### src/rtl/reg_n_toggle_mon.sv
// WIDTH-bit mode register with a saturating count of output bit toggles.
// Q, TOG_CNT, TOG_SAT and Q_CHG share one clock edge and one async clear.
module reg_n_toggle_mon #(
   parameter int               WIDTH     = 8,
   parameter int               CNT_W     = 16,
   parameter logic [WIDTH-1:0] RESET_VAL = {WIDTH{1'b0}}
) (
   input  logic             CLK,
   input  logic             CLR_BAR,
   input  logic [1:0]       MODE,
   input  logic [WIDTH-1:0] D,
   input  logic             SIN,
   input  logic             CNT_CLR,
   output logic [WIDTH-1:0] Q,
   output logic             SOUT,
   output logic [CNT_W-1:0] TOG_CNT,
   output logic             TOG_SAT,
   output logic             Q_CHG
);

   localparam int TW = $clog2(WIDTH + 1);

   localparam logic [1:0] M_HOLD  = 2'b00;
   localparam logic [1:0] M_LOAD  = 2'b01;
   localparam logic [1:0] M_SHIFT = 2'b10;
   localparam logic [1:0] M_CLR   = 2'b11;

   logic [WIDTH-1:0] q_q, q_d;
   logic [CNT_W-1:0] cnt_q, cnt_d;
   logic             sat_q, sat_d;
   logic             chg_q, chg_d;

   logic [WIDTH-1:0] shift_val;
   logic [WIDTH-1:0] diff;
   logic [TW-1:0]    tog;
   logic [CNT_W:0]   sum;

   // Shift-left value; a 1-bit register simply takes SIN.
   generate
      if (WIDTH == 1) begin : g_shift1
         assign shift_val = SIN;
      end else begin : g_shiftn
         assign shift_val = {q_q[WIDTH-2:0], SIN};
      end
   endgenerate

   // Next register value selected by MODE.
   always_comb begin
      q_d = q_q;
      unique case (MODE)
         M_HOLD:  q_d = q_q;
         M_LOAD:  q_d = D;
         M_SHIFT: q_d = shift_val;
         M_CLR:   q_d = RESET_VAL;
         default: q_d = q_q;
      endcase
   end

   // Count bits that change on this edge.
   always_comb begin
      diff = q_d ^ q_q;
      tog  = '0;
      for (int i = 0; i < WIDTH; i++) begin
         tog = tog + TW'(diff[i]);
      end
   end

   // Widened add, then clamp; a counter clear restarts from this edge's toggles.
   always_comb begin
      sum   = {1'b0, cnt_q} + (CNT_W + 1)'(tog);
      cnt_d = cnt_q;
      sat_d = sat_q;
      chg_d = (tog != '0);
      if (CNT_CLR) begin
         cnt_d = CNT_W'(tog);
         sat_d = 1'b0;
      end else if (sum[CNT_W]) begin
         cnt_d = {CNT_W{1'b1}};
         sat_d = 1'b1;
      end else begin
         cnt_d = sum[CNT_W-1:0];
      end
   end

   // State registers with immediate clear to the reset value.
   always_ff @(posedge CLK or negedge CLR_BAR) begin
      if (!CLR_BAR) begin
         q_q   <= RESET_VAL;
         cnt_q <= '0;
         sat_q <= 1'b0;
         chg_q <= 1'b0;
      end else begin
         q_q   <= q_d;
         cnt_q <= cnt_d;
         sat_q <= sat_d;
         chg_q <= chg_d;
      end
   end

   assign Q       = q_q;
   assign SOUT    = q_q[WIDTH-1];
   assign TOG_CNT = cnt_q;
   assign TOG_SAT = sat_q;
   assign Q_CHG   = chg_q;

endmodule

### config.mk
export PLATFORM = sky130hd
export DESIGN_NAME = reg_n_toggle_mon
export DESIGN_NICKNAME = d
export VERILOG_FILES = /design/src/rtl/reg_n_toggle_mon.sv
export SDC_FILE = /design/constraint.sdc
export NUM_CORES = 1
export LEC_CHECK = 0
export ABC_AREA = 1
export BUFFER_PORTS_ARGS = -buffer_cell sky130_fd_sc_hd__buf_4
export CORE_MARGIN = 2
export CORE_UTILIZATION = 40
export CTS_BUF_LIST = sky130_fd_sc_hd__clkbuf_8
export DETAILED_ROUTE_END_ITERATION = 12
export HOLD_SLACK_MARGIN = 0.08
export PLACE_DENSITY_LB_ADDON = 0.2
export SLEW_MARGIN = 20
export SYNTH_ARGS = -nofsm -noshare
export SYNTH_HDL_FRONTEND = slang
export SYNTH_SLANG_ARGS = --single-unit
export TNS_END_PERCENT = 100
### constraint.sdc
create_clock -name CLK -period 12.4 [get_ports CLK]
set_clock_uncertainty 0.15 [all_clocks]
set_input_delay 0.62 -clock CLK [delete_from_list [all_inputs] [get_ports CLK]]
set_output_delay 0.62 -clock CLK [all_outputs]
set_load 0.02 [all_outputs]
Yosys cells after proc, flatten, opt, wreduce, memory -nomap -nowiden
Cells that the tools add are included.
{"block": "op_classes", "add_sub_neg": 8, "eq_ne": 3, "mux": 5, "n_bitwise": 1, "n_reduce_logical": 3}
{"cell": "16-bit 2-to-1 mux", "count": 2}
{"cell": "8-bit case mux with 4 select lines", "count": 1}
{"cell": "16-bit by 4-bit adder with 17-bit output", "count": 1}
{"cell": "4-bit by 1-bit adder with 4-bit output", "count": 4}
{"cell": "8-bit XOR", "count": 1}
{"cell": "3-bit by 1-bit adder with 4-bit output", "count": 1}
{"cell": "2-bit == test, second input constant", "count": 2}
{"cell": "4-bit nonzero test", "count": 1}
{"cell": "2-bit by 1-bit adder with 3-bit output", "count": 1}
{"cell": "1-bit by 1-bit adder with 2-bit output", "count": 1}
{"cell": "2-bit by 1-bit == test with 1-bit output, second input constant", "count": 1}
{"cell": "2-bit zero test", "count": 1}
{"cell": "1-bit 2-to-1 mux", "count": 2}
{"cell": "2-bit nonzero test", "count": 1}
{"block": "word_totals", "reg_bits": 26, "input_bits": 14, "out_inout_bits": 27, "wordCells": 24}

Longest topological paths before layout
{"block": "depth", "word_depth": 13, "mapped_depth": 27, "ltp_nobuf": 26}

Least setup slack after synthesis
Ideal clock, no wire load.
{"block": "synth_timing", "kind": "input port to flip-flop", "start": "input MODE[1]", "end": "register cnt_q[12], in the netlist TOG_CNT[12]", "setup_time_ps": 117, "arrival_time_ps": 4730, "required_ps": 12133, "setup_slack_ps": 7403, "stages": 24, "n_path_buf": 1, "path_cell_list": "inv_1 buf_2 o21ai_0 nand2_1 o21ai_0 xor2_1 fa_1 inv_1 fa_1 inv_1 fa_1 inv_1 ha_1 inv_1 fa_1 fa_1 inv_1 nand3_2 nand2_2 nand2_1 nor2_1 nand3b_1 nand2_1 nor2_1"}
{"block": "synth_via", "elab_chain_cells": 13, "word_cells_on_any_way": 16, "cone_classes": "add/sub (8); eq/ne (3); mux (3); bitwise (1); reduce/logical (1)"}
{"item": "start: declaration", "line": "10", "text": "input logic [1:0] MODE,"}
{"item": "2-bit == test, or another cell as far along", "line": "50", "text": "unique case (MODE)"}
{"item": "8-bit case mux with 4 select lines (*)", "line": "50"}
{"item": "8-bit XOR (*)", "line": "61", "text": "diff = q_d ^ q_q;"}
{"item": "1-bit by 1-bit adder with 2-bit output", "line": "64", "text": "tog = tog + TW'(diff[i]);"}
{"item": "2-bit by 1-bit adder with 3-bit output", "line": "64"}
{"item": "3-bit by 1-bit adder with 4-bit output", "line": "64"}
{"item": "4-bit by 1-bit adder with 4-bit output (3 in a row)", "line": "64"}
{"item": "4-bit by 1-bit adder with 4-bit output (*)", "line": "64"}
{"item": "16-bit by 4-bit adder with 17-bit output (*)", "line": "70", "text": "sum = {1'b0, cnt_q} + (CNT_W + 1)'(tog);"}
{"item": "16-bit 2-to-1 mux (*)", "line": "77", "text": "end else if (sum[CNT_W]) begin"}
{"item": "16-bit 2-to-1 mux (*)", "line": "74", "text": "if (CNT_CLR) begin"}
{"item": "net cnt_d[12]", "line": "29", "text": "logic [CNT_W-1:0] cnt_q, cnt_d;"}
{"item": "end signal: assignment", "line": "94", "text": "cnt_q <= cnt_d;"}
{"item": "end: declaration", "line": "29"}
The timed path passes the listed nets; every way through them passes the cells marked *.
A chain may end at the register's enable or synchronous reset.

Worst setup path after layout
{"block": "layout_timing", "start": "input MODE[1]", "end": "register cnt_q[10], in the netlist TOG_CNT[10]"}
Same word-level chain as after synthesis.

==> results by stage <==
Run status:
- The flow ran to the end, and the final reports show no timing, DRC or antenna violations.

Yosys:
- Summing every instance area after synthesis gives 1870 um^2.
- The count of yosys warnings during synthesis is 0.
- Of the post-synthesis cell area, the dominant cell type holds 34.8%.
- The leading cell type by number of instances after synthesis is sky130_fd_sc_hd__nand2_1.
- The most area-hungry cell type in the Yosys netlist is sky130_fd_sc_hd__dfrtp_1.
- Ranked by instance count, the synthesized netlist is headed by 51 x sky130_fd_sc_hd__nand2_1, 50 x sky130_fd_sc_hd__inv_1, 26 x sky130_fd_sc_hd__dfrtp_1, 23 x sky130_fd_sc_hd__nand3_1, 23 x sky130_fd_sc_hd__nor2_1.
- The number of nets handed over by synthesis was between 200 and 300.
- For this run, the leading register cell type out of synthesis is sky130_fd_sc_hd__dfrtp_1.
- The synthesized design contains 26 register bits.
- In the post-synthesis netlist, the biggest area contributors are sky130_fd_sc_hd__dfrtp_1 35%, sky130_fd_sc_hd__nand2_1 10%, sky130_fd_sc_hd__inv_1 10%.
- The count of cell types in the netlist is 28.
- The number of synthesized flops with an enable pin is 0.
- The synthesized instance count is about 250.
- Summing the sequential cell areas from Yosys gives between 30% and 40% of the chip area.
- In the synthesized netlist the async set-or-reset flop fraction comes to 100%.
- Each instance of the synthesized netlist takes up on average between 7 and 8 um^2.

Timing:
- The number of hold violations in the final report is 0.
- Setup repair after global routing left no endpoint under its margin.
- Of the available clock period, the critical path in the final layout requires between 40% and 50%.
- The total negative slack is 0 ns.
- The count of pins over their slew limit is 0.
- The upper clock frequency limit is 0.191 GHz.
- The transition at the pin with the smallest max-transition slack is 0.487 ns.
- The worst-case headroom to the max-slew limit is 67.5%.
- The smallest clock period supported by the final layout is computed as between 5 and 6 ns.
- The setup-violating endpoint count in the final report is 0.

Critical path:
- STA classifies the critical path startpoint as an input pin.
- STA puts the critical path data arrival time at around 5.3 ns.
- Of all nets on the critical path, the largest fanout is 11.
- The critical path capture point type is a flip-flop.
- STA puts the critical path data required time at around 12 ns.
- The worst setup path is of the in -> reg kind.

CTS:
- The number of H-tree levels is 1.
- The later-pin clock latency in the skew report is between 0.2 and 0.3 ns.
- The clock passes through at most 2 buffers.
- The count of instances resized after the clock tree is built is 0.
- After clock tree synthesis, the setup repair step added 0 buffers.
- The number of buffers inserted during clock tree synthesis is 3.
- TritonCTS built the clock tree.
- The CTS clock-pin slew for the worst setup and hold paths is 0.09 ns.
- The number of hold buffers added after CTS was 0.
- The root buffer cell chosen for the clock tree is sky130_fd_sc_hd__clkbuf_8.
- The number of sinks handled by clock tree synthesis is 26.

Routing:
- The number of antenna-violating nets in the routed design is 0.
- The post-detailed-route wirelength per cell is between 10 and 15 um.
- The count of routing violations after the opening detailed-route iteration is between 60 and 70.
- After detailed routing, the number of vias per cell comes to 4.89.
- For this run, design rule violations remaining after detail routing come to 0.
- The final layout contains routed wiring with a total length of ~4200 um.
- For this run, the detailed router's first-pass iteration total came to 4.
- For this block, the via count after detailed routing is roughly 1.7k.

Global route:
- The first-pass GRT wire length is 7310 um.
- The largest net degree at the start of global routing is 27.
- The number of antenna violations at the first check in global routing is 0.
- The global-route usage over all layers is 17.4%.
- The total congestion overflow after global routing is 0.
- The number of global-route vias before repair is between 1.5k and 2k.

Floorplanning:
- The horizontal die dimension is between 70 and 80 um.
- The I/O pin total is a little over 40.
- In this run the vertical extent of the chip is 72.4 um.
- Row generation in the floorplan step produced 24 rows.
- The initial utilization of the core area, before any placement, comes to a little over two fifths.
- The core region is about 4400 um^2.
- The full die area is between 5000 and 6000 um^2.

Power:
- Net switching is 45.1% of the power.
- The worst IR drop on VDD is 128 uV.
- The internal power of the cells is between 200 and 300 uW.
- Per report_power, the clock group accounts for 14.5% of the total.
- After layout, the design draws a total of about 490 uW.
- Combinational cells account for about 64% of the total power.
- Summed over all nets, the switching power comes to around 220 uW.
- The share of total power dissipated in sequential elements is 22.0%.
- The power density of the placed cells is roughly 220 nW/um^2.
- The leakage power total is roughly 1.3 nW.

Flow run:
- The number of maximum-capacitance constraint violations is 0.

Cells and area:
- The total area of sequential cells is roughly 650 um^2.
- Once layout is complete, the utilization of the core stands at 51.4%.
- In the final layout, the multi-input gates occupy ~1000 um^2.
- Of the cells placed in the final design, the portion with a size suffix greater than 1 is a little under a fifth.
- The repair_antennas step left the layout with diodes totalling 0.
- The layout filler cell count is between 400 and 500.
- In the final design database the tool counted 316 nets.
- Compared with the post-synthesis result, the final layout area differs by 21.5%.
- The finished cells cover roughly 2300 um^2.

Placed design:
- After detailed placement, the total cell area comes to approximately 2200 um^2.
- The quantity of I/O buffers inserted on ports is 40.
- At the end of routability-driven placement, the weighted congestion stood at 0.859.
- The post-DP HPWL is roughly 3300 um.

Worst hold path:
- The class of the tightest hold or removal check is in -> async.
power groups by stage:
stage	registers, mW	clock network, mW	logic [mW]
floorplan	0.121	0	0.231
global placement	0.110	0	0.312
detailed placement	0.110	0	0.314
CTS	0.108	0.0739	0.316
global route	0.109	0.0761	0.360
finish	0.108	0.0710	0.312
critical path: stages:
cell	delay, ns
sky130_fd_sc_hd__buf_4	0.12
sky130_fd_sc_hd__inv_1	0.20
sky130_fd_sc_hd__o21ai_0	0.13
sky130_fd_sc_hd__nand2_1	0.09
sky130_fd_sc_hd__o21ai_0	0.13
sky130_fd_sc_hd__xor2_1	0.19
sky130_fd_sc_hd__fa_1	0.55
sky130_fd_sc_hd__inv_1	0.05
sky130_fd_sc_hd__fa_1	0.53
sky130_fd_sc_hd__inv_1	0.05
sky130_fd_sc_hd__fa_1	0.52
sky130_fd_sc_hd__inv_1	0.04
sky130_fd_sc_hd__ha_1	0.20
sky130_fd_sc_hd__inv_1	0.07
sky130_fd_sc_hd__fa_1	0.46
sky130_fd_sc_hd__fa_1	0.45
sky130_fd_sc_hd__inv_1	0.08
sky130_fd_sc_hd__nand3_2	0.07
sky130_fd_sc_hd__nand2_2	0.13
sky130_fd_sc_hd__nand4_2	0.31
sky130_fd_sc_hd__nand3_1	0.19
sky130_fd_sc_hd__nand2_1	0.06
sky130_fd_sc_hd__inv_1	0.06
kinds of logic after synthesis:
logic type      Yosys count  synth area share [%]
simple gates            111                  27.8
compound gates           33                  9.57
fa+ha+maj                12                  10.0
xor+xnor                 12                  5.62
flops                    26                  34.8
buf+inv                  55                  12.1
cell type report:
type	instances	area share, %
Multi-Input combinational cell	168	43.7
Sequential cell	26	28.7
Timing Repair Buffer	40	13.2
Inverter	51	8.43
Clock inverter	1	1.32
Clock buffer	3	1.82
Tap cell	52	2.87
per-stage QoR:
step           std cells  hold slack [ns]  setup slack (ns)
2_1_floorplan        249            0.174              7.40
3_3_place_gp         337            0.373              6.91
3_5_place_dp         337            0.366              6.85
4_1_cts              341           0.0980              7.13
5_1_grt              341            0.111              6.73
6_report             341           0.0866              7.17
registers in the layout, summed over array words and instances (netlist names):
name     cells
Q_CHG        1
Q            8
TOG_SAT      1
TOG_CNT     16
routing by layer:
layer / up-vias / global-route usage, % / share of wire (%)
met4: 0 / 5.03 / 1.6
li1: 857 / - / -
met3: 6 / 3.06 / 4.7
met1: 761 / 21.9 / 44
met2: 45 / 30.6 / 50
met5: - / 0 / 0
cells in the final DEF, fill, tap and decap left out, drive strengths merged, types with 3 or more instances in the layout:
cell and instances:
nand2 52, inv 51, buf 40, dfrtp 26, nand3 26, nor2 24, o21ai 20, a21oi 10
xor2 10, ha 7, fa 5, clkbuf 3, nand4 3
worst paths after layout:
kind,start,to,slack (ns),cells after the start
worst min-delay path,CLR_BAR,TOG_CNT[9],0.09,1
worst max register to register,Q[2],TOG_CNT[10],7.45,21
worst min register to register,TOG_SAT,TOG_SAT,0.37,2
min in group CLK,TOG_SAT,TOG_SAT,0.37,2
max in group asynchronous,CLR_BAR,TOG_CNT[6],11.75,1
worst max-delay path,MODE[1],TOG_CNT[10],7.17,23
Note: power is estimated with default switching activity, not from simulation.
